$ cat src/rtl/rtsnoc_pkg.sv
// Flit field layout, opcode bit and AXI response codes shared by the RTSNoC
// AXI4-Lite master bridge and the slave-side proxy.
package rtsnoc_pkg;

  // Request/response payload fields (bit offsets inside the payload)
  localparam int PL_WRITE_BIT = 55;
  localparam int PL_WSTRB_LO  = 51;
  localparam int PL_WSTRB_W   = 4;
  localparam int PL_RESP_LO   = 53;
  localparam int PL_RESP_W    = 2;
  localparam int PL_WA_LO     = 32;
  localparam int PL_WA_W      = 19;
  localparam int PL_DATA_W    = 32;

  localparam logic [1:0] AXI_RESP_OKAY   = 2'b00;
  localparam logic [1:0] AXI_RESP_EXOKAY = 2'b01;
  localparam logic [1:0] AXI_RESP_SLVERR = 2'b10;
  localparam logic [1:0] AXI_RESP_DECERR = 2'b11;

  // Width of one node address {x, y, local}; a flit header carries two of them.
  function automatic int noc_node_width(input int size_x, input int size_y);
    return size_x + size_y + 3;
  endfunction

  function automatic int noc_header_width(input int size_x, input int size_y);
    return 2 * noc_node_width(size_x, size_y);
  endfunction

endpackage

$ cat src/rtl/rtsnoc_axi4lite_master.sv
// NoC-to-AXI4-Lite master bridge: executes one request flit at a time on AXI
// and returns a response flit to the requesting node.
module rtsnoc_axi4lite_master
  import rtsnoc_pkg::*;
#(
  parameter int          NOC_X          = 0,
  parameter int          NOC_Y          = 0,
  parameter int          NOC_LOCAL_ADR  = 0,
  parameter int          SOC_SIZE_X     = 1,
  parameter int          SOC_SIZE_Y     = 1,
  parameter int          NOC_DATA_WIDTH = 56,
  parameter logic [31:0] AXI_BASE_ADDR  = 32'h0,
  localparam int         NOC_BUS_SIZE   = NOC_DATA_WIDTH + 2*SOC_SIZE_X + 2*SOC_SIZE_Y + 6
) (
  input  logic                    clk_i,
  input  logic                    rst_n_i,
  input  logic [NOC_BUS_SIZE-1:0] noc_dout_i,
  input  logic                    noc_nd_i,
  output logic                    noc_rd_o,
  output logic [NOC_BUS_SIZE-1:0] noc_din_o,
  output logic                    noc_wr_o,
  input  logic                    noc_wait_i,
  output logic [31:0]             axi_awaddr_o,
  output logic                    axi_awvalid_o,
  input  logic                    axi_awready_i,
  output logic [31:0]             axi_wdata_o,
  output logic [3:0]              axi_wstrb_o,
  output logic                    axi_wvalid_o,
  input  logic                    axi_wready_i,
  input  logic [1:0]              axi_bresp_i,
  input  logic                    axi_bvalid_i,
  output logic                    axi_bready_o,
  output logic [31:0]             axi_araddr_o,
  output logic                    axi_arvalid_o,
  input  logic                    axi_arready_i,
  input  logic [31:0]             axi_rdata_i,
  input  logic [1:0]              axi_rresp_i,
  input  logic                    axi_rvalid_i,
  output logic                    axi_rready_o
);

  localparam int NODE_W = noc_node_width(SOC_SIZE_X, SOC_SIZE_Y);
  localparam logic [NODE_W-1:0] OWN_ADDR =
    {NOC_X[SOC_SIZE_X-1:0], NOC_Y[SOC_SIZE_Y-1:0], NOC_LOCAL_ADR[2:0]};

  typedef enum logic [2:0] {
    ST_IDLE,
    ST_FETCH,
    ST_WR_ADDR_DATA,
    ST_WR_RESP,
    ST_RD_ADDR,
    ST_RD_DATA,
    ST_SEND
  } state_t;

  state_t                  state_reg;
  logic                    noc_rd_reg;
  logic                    noc_wr_reg;
  logic [NOC_BUS_SIZE-1:0] noc_din_reg;
  logic [31:0]             awaddr_reg;
  logic                    awvalid_reg;
  logic [31:0]             wdata_reg;
  logic [3:0]              wstrb_reg;
  logic                    wvalid_reg;
  logic                    bready_reg;
  logic [31:0]             araddr_reg;
  logic                    arvalid_reg;
  logic                    rready_reg;
  logic [NODE_W-1:0]       req_src_reg;
  logic                    req_write_reg;
  logic [PL_WA_W-1:0]      req_wa_reg;

  // Incoming flit decode, valid while FETCH presents the flit
  logic [NODE_W-1:0]  in_dst;
  logic [NODE_W-1:0]  in_src;
  logic               in_write;
  logic [PL_WA_W-1:0] in_wa;
  logic [31:0]        in_addr;
  logic               in_match;

  assign in_dst   = noc_dout_i[NOC_DATA_WIDTH +: NODE_W];
  assign in_src   = noc_dout_i[NOC_DATA_WIDTH + NODE_W +: NODE_W];
  assign in_write = noc_dout_i[PL_WRITE_BIT];
  assign in_wa    = noc_dout_i[PL_WA_LO +: PL_WA_W];
  assign in_addr  = AXI_BASE_ADDR + {{(32-PL_WA_W-2){1'b0}}, in_wa, 2'b00};
  assign in_match = (in_dst == OWN_ADDR);

  // Response flit built from whichever AXI response channel completes the request
  logic [PL_RESP_W-1:0]      resp_sel;
  logic [PL_DATA_W-1:0]      data_sel;
  logic [NOC_DATA_WIDTH-1:0] resp_payload;
  logic [NOC_BUS_SIZE-1:0]   resp_flit;

  always_comb begin
    resp_sel = axi_bresp_i;
    data_sel = '0;
    if (!req_write_reg) begin
      resp_sel = axi_rresp_i;
      data_sel = axi_rdata_i;
    end
    resp_payload                           = '0;
    resp_payload[PL_WRITE_BIT]             = req_write_reg;
    resp_payload[PL_RESP_LO +: PL_RESP_W]  = resp_sel;
    resp_payload[PL_WA_LO +: PL_WA_W]      = req_wa_reg;
    resp_payload[0 +: PL_DATA_W]           = data_sel;
  end

  assign resp_flit = {OWN_ADDR, req_src_reg, resp_payload};

  always_ff @(posedge clk_i or negedge rst_n_i) begin
    if (!rst_n_i) begin
      state_reg     <= ST_IDLE;
      noc_rd_reg    <= 1'b0;
      noc_wr_reg    <= 1'b0;
      noc_din_reg   <= '0;
      awaddr_reg    <= '0;
      awvalid_reg   <= 1'b0;
      wdata_reg     <= '0;
      wstrb_reg     <= '0;
      wvalid_reg    <= 1'b0;
      bready_reg    <= 1'b0;
      araddr_reg    <= '0;
      arvalid_reg   <= 1'b0;
      rready_reg    <= 1'b0;
      req_src_reg   <= '0;
      req_write_reg <= 1'b0;
      req_wa_reg    <= '0;
    end else begin
      case (state_reg)
        ST_IDLE: begin
          if (noc_nd_i) begin
            noc_rd_reg <= 1'b1;
            state_reg  <= ST_FETCH;
          end
        end
        ST_FETCH: begin
          noc_rd_reg    <= 1'b0;
          req_src_reg   <= in_src;
          req_write_reg <= in_write;
          req_wa_reg    <= in_wa;
          if (!in_match) begin
            state_reg <= ST_IDLE;
          end else if (in_write) begin
            awaddr_reg  <= in_addr;
            wdata_reg   <= noc_dout_i[0 +: PL_DATA_W];
            wstrb_reg   <= noc_dout_i[PL_WSTRB_LO +: PL_WSTRB_W];
            awvalid_reg <= 1'b1;
            wvalid_reg  <= 1'b1;
            state_reg   <= ST_WR_ADDR_DATA;
          end else begin
            araddr_reg  <= in_addr;
            arvalid_reg <= 1'b1;
            state_reg   <= ST_RD_ADDR;
          end
        end
        ST_WR_ADDR_DATA: begin
          // A deasserted valid here means that channel has already handshaken
          if (axi_awready_i) awvalid_reg <= 1'b0;
          if (axi_wready_i)  wvalid_reg  <= 1'b0;
          if ((!awvalid_reg || axi_awready_i) && (!wvalid_reg || axi_wready_i)) begin
            bready_reg <= 1'b1;
            state_reg  <= ST_WR_RESP;
          end
        end
        ST_WR_RESP: begin
          if (axi_bvalid_i) begin
            bready_reg  <= 1'b0;
            noc_din_reg <= resp_flit;
            noc_wr_reg  <= 1'b1;
            state_reg   <= ST_SEND;
          end
        end
        ST_RD_ADDR: begin
          if (axi_arready_i) begin
            arvalid_reg <= 1'b0;
            rready_reg  <= 1'b1;
            state_reg   <= ST_RD_DATA;
          end
        end
        ST_RD_DATA: begin
          if (axi_rvalid_i) begin
            rready_reg  <= 1'b0;
            noc_din_reg <= resp_flit;
            noc_wr_reg  <= 1'b1;
            state_reg   <= ST_SEND;
          end
        end
        ST_SEND: begin
          if (!noc_wait_i) begin
            noc_wr_reg <= 1'b0;
            state_reg  <= ST_IDLE;
          end
        end
        default: state_reg <= ST_IDLE;
      endcase
    end
  end

  assign noc_rd_o      = noc_rd_reg;
  assign noc_wr_o      = noc_wr_reg;
  assign noc_din_o     = noc_din_reg;
  assign axi_awaddr_o  = awaddr_reg;
  assign axi_awvalid_o = awvalid_reg;
  assign axi_wdata_o   = wdata_reg;
  assign axi_wstrb_o   = wstrb_reg;
  assign axi_wvalid_o  = wvalid_reg;
  assign axi_bready_o  = bready_reg;
  assign axi_araddr_o  = araddr_reg;
  assign axi_arvalid_o = arvalid_reg;
  assign axi_rready_o  = rready_reg;

endmodule

$ cat config.mk
export PLATFORM = sky130hd
export DESIGN_NAME = rtsnoc_axi4lite_master
export DESIGN_NICKNAME = d
export VERILOG_FILES = /design/src/rtl/rtsnoc_pkg.sv /design/src/rtl/rtsnoc_axi4lite_master.sv
export SDC_FILE = /design/constraint.sdc
export NUM_CORES = 1
export LEC_CHECK = 0
export ABC_CLOCK_PERIOD_IN_PS = 6200
export CAP_MARGIN = 20
export CORE_UTILIZATION = 46
export CTS_CLUSTER_SIZE = 12
export DETAILED_ROUTE_END_ITERATION = 12
export HOLD_SLACK_MARGIN = 0.15
export PLACE_DENSITY = 0.92
export SLEW_MARGIN = 15
export SYNTH_ARGS = -nofsm -noshare
export SYNTH_HDL_FRONTEND = slang
export SYNTH_SLANG_ARGS = --single-unit
$ cat constraint.sdc
create_clock -name clk_i -period 6.2 [get_ports clk_i]
set_input_delay 1.55 -clock clk_i [delete_from_list [all_inputs] [get_ports clk_i]]
set_output_delay 1.55 -clock clk_i [all_outputs]
set_load 0.02 [all_outputs]
* After elaboration in Yosys (flattened, before gate mapping)
Index checks and enable logic that the tools add are counted.
** Storage, ports and cells
- Register bits after elaboration :: 175
- Output and inout bits :: 173
** Operators by class
- Equality and inequality tests :: 17
- Multiplexer cells :: 36
- Bitwise operators :: 1
- Reduce and logical (&&, ||, !) cells :: 25
** Operators with widths (number)
- $mux W66 :: 2
- $pmux W66 S2 :: 1
- $mux W32 :: 1
- $mux W3 :: 8
- $ne A2 B2 Y1 const B :: 11
- $pmux W3 S7 :: 1
- $reduce_and A4 Y1 :: 4
- $mux W1 :: 15
- $reduce_and A3 Y1 :: 5
- $pmux W1 S2 :: 6
- $reduce_bool A2 Y1 :: 6
- $eq A3 B3 Y1 const B :: 3
- $eq A3 B2 Y1 const B :: 2
- $reduce_and A6 Y1 :: 1
- $logic_not A5 Y1 :: 1
- $eq A3 B1 Y1 const B :: 1
- $logic_not A3 Y1 :: 1
- $pmux W1 S3 :: 1
- $reduce_bool A3 Y1 :: 1
- $logic_not A1 Y1 :: 2
- $logic_or A1 B1 Y1 :: 2
- $mux W2 :: 1
- $reduce_and A2 Y1 :: 1
- $logic_and A1 B1 Y1 :: 1
- $not A1 Y1 :: 1

* Longest topological paths before layout
Gate-level depths: netlist (run 1).
- Depth in word-level cells :: 5
- Gate-level depth with buffers :: 7

* Least setup slack after synthesis (run 1)
No wires, ideal clock.
- Path type :: input to register
- Start :: input port axi_rvalid_i
- End :: register noc_din_reg[35], in the netlist noc_din_o[35]
- Library setup time :: 0.125 ns
- Arrival time :: 3.045 ns
- Path slack :: 3.030 ns
- Stages :: 5
- Buffers on the path :: 2
- Cells stage by stage :: and3b_1 o21ai_0 clkbuf_1 clkbuf_1 mux2_2
** Between the ends
- Word-level cells in the longest chain between the ends :: 2
** Ends and longest elaborated chain
- start: declaration :: line rtsnoc_axi4lite_master.sv:38 : input logic axi_rvalid_i,
- $ne A2 B2 Y1 (no line)
- $reduce_and A3 Y1 (no line)
- end signal: assignment :: line rtsnoc_axi4lite_master.sv:168 : noc_din_reg <= resp_flit;
- end signal: assignment :: line rtsnoc_axi4lite_master.sv:183 : noc_din_reg <= resp_flit;
- end: declaration :: line rtsnoc_axi4lite_master.sv:59 : logic [NOC_BUS_SIZE-1:0] noc_din_reg;
No other way between the ends.
A chain may end at the register's enable or synchronous reset.

* Worst setup path in the final report (run 1)
- Start :: input port noc_dout_i[57]
- End :: register awaddr_reg[3], in the netlist axi_awaddr_o[3]
** Between the ends
- Word-level cells in the longest chain between the ends :: 2
** Ends and longest elaborated chain
- start: declaration :: line rtsnoc_axi4lite_master.sv:17 : input logic [NOC_BUS_SIZE-1:0] noc_dout_i,
- $logic_not A5 Y1 :: line rtsnoc_axi4lite_master.sv:86 : assign in_match = (in_dst == OWN_ADDR);
- $reduce_and A3 Y1 (no line)
- end signal: assignment :: line rtsnoc_axi4lite_master.sv:144 : awaddr_reg <= in_addr;
- end: declaration :: line rtsnoc_axi4lite_master.sv:60 : logic [31:0] awaddr_reg;
No other way between the ends.

==> reports/qor.txt, run 1 <==
Outcome: completed
Vias: 4740
Design Area, Final: 10040 sq um
Post-synthesis area per instance: 13.55 sq um
Longest Clk Path Bufs: 2
Number of vias per cell: 4.989
Commonest non-fill, non-tap cell in the layout: clkdlybuf4s50_1
Leakage: 0.004561 uW
Vias in the first global route: 5027
Switching portion of total power: 0.3337
Row cnt: 44
WL final: 16060 um
Worst Path Required: 6.50 ns
Clock power frac: 0.217
Final Hold Fails: 0
Full die area: 15480 sq um
Largest net degree at the start of global routing: 117
Post-Syn Instances: 509
Post-cts repair resize count: 0
CTS Buf Count: 17
CTS tree: built
Ys Warns: 0
Clk pin slew, worst setup/hold paths: 0.06 ns
Final net count: 865
Post-synthesis register bit count: 168
Fraction of layout cells with a size suffix above 1: 0.2141
RePlAce Congestion: 0.8296
H-Tree Depth: 4
Initial antenna violation count: 0
Crit-path max FO: 34
Setup-failing EPs final: 0
Ys flop type: dfrtp_1
Die Height: 124.4 um
Final Cycle Share: 0.6158
Post-synthesis cell area: 6895 sq um
Setup TNS: 0 ns
Sequential area share after synthesis: 0.6097
Fmax achieved: 0.2619 GHz
Dpl cells: 918
Post-Layout Cell Count: 950
Total global routing track utilization: 0.2144
Hold Crit Class: flop to flop
Internal cell power: 3191 uW
Std-Cell Core Area: 14590 sq um
Starting Density: 0.4726
Overall Power: 4789 uW
Die X: 124.4 um
Area Overhead vs Synth: 45.64%
Post-synth EDFFs: 0
Arrival time at the worst endpoint: 4.12 ns
Io pins: 284
IO buf count: 250
Max Slew Vio Count: 0
Maximum VDD drop: 247.1 uV
Endpoint type of the worst setup path: flop
Initial DRC count: 181
Relative slew slack: 0.4064
Clock Sinks: 168
# Max-Cap Violations: 0
Final worst slack: 2.382 ns
# DRC: 0
Count of different cell masters after synthesis: 34
RSZ-0062 raised after global routing: false
Wire per inst: 16.91 um
Antenna violation net count after detailed routing: 0
Hold-fix buffers, CTS: 0
Sequential power share: 0.376
CP startpoint kind: input port
Place WS: 1.962 ns
Global-route wire length before repair: 26030 um
Diodes inserted: 0
Switching Power: 1598 uW
Clk_lat worst skew: 0.42 ns
Flip-flop count of the largest register after layout: 59
CTS Root Cell: clkbuf_16
Ys async rst share: 1.000
DP Area: 9432 sq um
Pre-Repair DR Iteration Count: 4
Global route overflow: 0
Commonest non-fill, non-tap cells in the layout: 249 x clkdlybuf4s50_1, 168 x dfrtp_1, 107 x mux2_2
HPWL after detailed placement: 11360 um
Worst slew pin tran: 0.8905 ns
PwrDens: 476.9 nW/um^2
Final min period: 3.818 ns
Clock Skews: 0.008532 ns
Combinational power share: 0.407
Postcts setup bufs: 0
Crit Path Class: input port to flop
power groups by stage:
| stage | registers, uW | logic, uW | clock network (uW) |
|---|---|---|---|
| after floorplan | 2140 | 686 | 0 |
| after global placement | 1780 | 1900 | 0 |
| after detailed placement | 1810 | 1960 | 0 |
| after CTS | 1800 | 1970 | 1060 |
| after global routing | 1860 | 2070 | 1100 |
| final | 1800 | 1950 | 1040 |
cells by family (layout without fill, tap and decap cells):
group	count (synthesis)	in the layout	share of synthesized area
AOI/OAI and AO/OA	52	52	0.04228
and+or+nand+nor	91	91	0.06859
DFF	168	168	0.6097
xor gates and xnor gates	1	1	0.001270
buffers and inverters	68	293	0.05934
other	1	33	0.0005438
muxes	128	128	0.2183
layout make-up:
type                    count  area (sq um)
fillers                   994          4547
flip-flops and latches    168          4204
repair buffers            256          2581
multi-input cells         305          2421
clock buffers              24         491.7
well taps                 184         230.2
clock inverters             7         91.34
inverters                   6         22.52
cell usage after synthesis (2+ instances only):
library cell  number  area share
buf_2              6      0.0044
nand2b_1          35       0.032
mux2_4            18       0.039
o21ai_0           37       0.027
and3b_1            2      0.0025
mux2_2           107        0.17
o211ai_1           2      0.0022
buf_6              3      0.0049
nand2_1           41       0.022
buf_4             33       0.036
o22ai_1            3      0.0027
a22oi_1            2      0.0022
clkbuf_1          16      0.0087
a21oi_1            2      0.0015
inv_1              6      0.0033
nor2_1             5      0.0027
mux2i_1            3      0.0044
or4bb_1            2      0.0033
buf_1              4      0.0022
dfrtp_1          168        0.61
metal layers:
metal  part of all wire  track usage  vias to the layer above
met3              0.066      0.06400                       30
met4              0.023      0.09001                        0
li1                   -            -                     2170
met1               0.40       0.2499                     2340
met5                  0            0                        -
met2               0.51       0.3666                      200
worst max-delay path, stage by stage:
cell and delay (ns):
clkdlybuf4s50_1 0.39, or3_1 0.41, or4_2 0.97, buf_4 0.42, mux2_4 0.35
final timing paths:
kind                           startpoint         endpoint  slack [ns]  cells past startpoint
min in group asynchronous         rst_n_i   axi_wstrb_o[3]        1.03                      1
hold / removal              noc_din_o[10]    noc_din_o[10]        0.48                      2
max in group asynchronous         rst_n_i     noc_din_o[7]        3.79                      3
setup reg to reg             state_reg[0]  axi_awaddr_o[3]        3.10                      4
setup / recovery           noc_dout_i[57]  axi_awaddr_o[3]        2.38                      5
hold reg to reg             noc_din_o[10]    noc_din_o[10]        0.48                      2
metrics by stage:
stage          hold slack [ns]    util
2_1_floorplan           0.4750       -
3_3_place_gp            0.4627  0.6465
3_5_place_dp            0.4721  0.6465
4_1_cts                 0.4858  0.6864
5_1_grt                 0.5100  0.6883
6_report                0.4803  0.6883
Note: power is estimated with default switching activity, not from simulation.
==> inputs of run 2 (changes only) <==
Settings changed: ABC_CLOCK_PERIOD_IN_PS 6200 to 3300, CORE_UTILIZATION 46 to 39, PLACE_DENSITY 0.92 to 0.84.
Clock period 6.2 ns to 3.3 ns, I/O delays scaled along.
==> run 2 against run 1 <==
Worst setup slack worse by 1.6 ns. Final area increased by 1.1%. Critical endpoint is now axi_araddr_o[20]. Final cell count up 4.8%.
==> reports/qor.txt, run 2 (synthesized netlist as in run 1, its figures left out) <==
Max Slew Vio Count: 0
# DRC: 0
Maximum VDD drop: 455.8 uV
Die X: 135.0 um
Worst Path Required: 3.60 ns
CTS Buf Count: 17
WL final: 16420 um
Wire per inst: 16.49 um
Leakage: 0.004581 uW
Arrival time at the worst endpoint: 2.85 ns
Fmax achieved: 0.3923 GHz
Register area: 4204 sq um
Commonest non-fill, non-tap cell in the layout: clkdlybuf4s50_1
Hold Crit Class: input port to async pin
Setup-failing EPs final: 0
Met2 wire length: 7971 um
Fraction of layout cells with a size suffix above 1: 0.2205
Vias in the first global route: 4947
Full die area: 18220 sq um
Die Height: 135.0 um
Post-cts repair resize count: 0
Initial antenna violation count: 0
CP peak stage delay: 0.53 ns
Longest Clk Path Bufs: 2
H-Tree Depth: 4
Design Area, Final: 10150 sq um
Multi-input logic area: 2421 sq um
M1 wire length: 6528 um
Met3 routed WL: 1479 um
Antenna violation net count after detailed routing: 0
Global-route wire length before repair: 25470 um
Outcome: completed
Std-Cell Core Area: 17300 sq um
Final min period: 2.549 ns
Crit Path Class: flop to flop
Crit-path max FO: 26
HPWL after detailed placement: 11410 um
Initial DRC count: 144
Final Hold Fails: 0
Io pins: 284
Total global routing track utilization: 0.1852
CP startpoint kind: flop
Largest net degree at the start of global routing: 95
Hold-fix buffers, CTS: 0
Global route overflow: 0
Relative slew slack: 0.3599
Setup TNS: 0 ns
Endpoint type of the worst setup path: flop
CTS Root Cell: clkbuf_16
Delay-heaviest family, CP: simple AND/OR/NAND/NOR gates
Number of vias per cell: 4.698
IO buf count: 250
Worst-path cell chain: or3b_1 -> buf_4 -> nor4_2 -> buf_4 -> mux2_2
Commonest non-fill, non-tap cells in the layout: 249 x clkdlybuf4s50_1, 168 x dfrtp_1, 107 x mux2_2
Layout fillers: 1388
Area Overhead vs Synth: 47.18%
Diodes inserted: 0
Starting Density: 0.3987
Crit-path most repeated cell: buf_4
Final Cycle Share: 0.7725
RePlAce Congestion: 0.7362
Clk pin slew, worst setup/hold paths: 0.07 ns
Vias: 4679
Postcts setup bufs: 0
RSZ-0062 raised after global routing: false
Clk_lat worst skew: 0.42 ns
Uppermost routed layer: met4
Clock Skews: 0.007280 ns
CTS tree: built
Flip-flop count of the largest register after layout: 59
Row cnt: 48
Worst slew pin tran: 0.9602 ns
Slowest-stage cell, CP: dfrtp_1
PwrDens: 890.5 nW/um^2
# Max-Cap Violations: 0
WP buf/inv: 2
Pre-Repair DR Iteration Count: 4
Final net count: 869
Clock Sinks: 168
DP Area: 9558 sq um
[run 2: final timing paths]
check / depth (start not counted) / to / slack, ns / startpoint
worst min-delay path: 1 / axi_araddr_o[8] / 0.46 / rst_n_i
worst max register to register: 5 / axi_araddr_o[20] / 0.75 / state_reg[1]
worst max-delay path: 5 / axi_araddr_o[20] / 0.75 / state_reg[1]
worst min register to register: 2 / noc_din_o[7] / 0.47 / noc_din_o[7]
min in group clk_i: 2 / noc_din_o[7] / 0.47 / noc_din_o[7]
max in group asynchronous: 2 / state_reg[1] / 2.09 / rst_n_i
[run 2: stage by stage]
stage	power, uW	util	hold WS (ns)	instances	setup WS, ns
global placement	6983	0.5526	0.4623	964	0.3794
finish	9037	0.5867	0.4595	996	0.7507
detailed placement	7094	0.5526	0.4700	964	0.3162
global route	9529	0.5867	0.5035	996	0.6827
CTS	9158	0.5867	0.4781	996	0.7177
floorplan	5301	-	0.4750	541	0.8550
[run 2: routing by layer]
layer | vias to the layer above | global-route usage
met5 | - | 0
met4 | 0 | 0.08614
met3 | 35 | 0.07170
met2 | 199 | 0.3038
met1 | 2275 | 0.2131
li1 | 2170 | -
[run 2: area by class of cell]
| type | count | area share |
|---|---|---|
| Clock buffer | 19 | 0.04266 |
| Clock inverter | 13 | 0.01553 |
| Inverter | 6 | 0.002219 |
| Multi-Input combinational cell | 305 | 0.2386 |
| Sequential cell | 168 | 0.4143 |
| Tap cell | 225 | 0.02774 |
| Timing Repair Buffer | 260 | 0.2590 |
[run 2: power by group]
part	internal, uW	switching [uW]
logic	1960	1750
clock network	1140	864
registers	2860	475
total	5950	3090
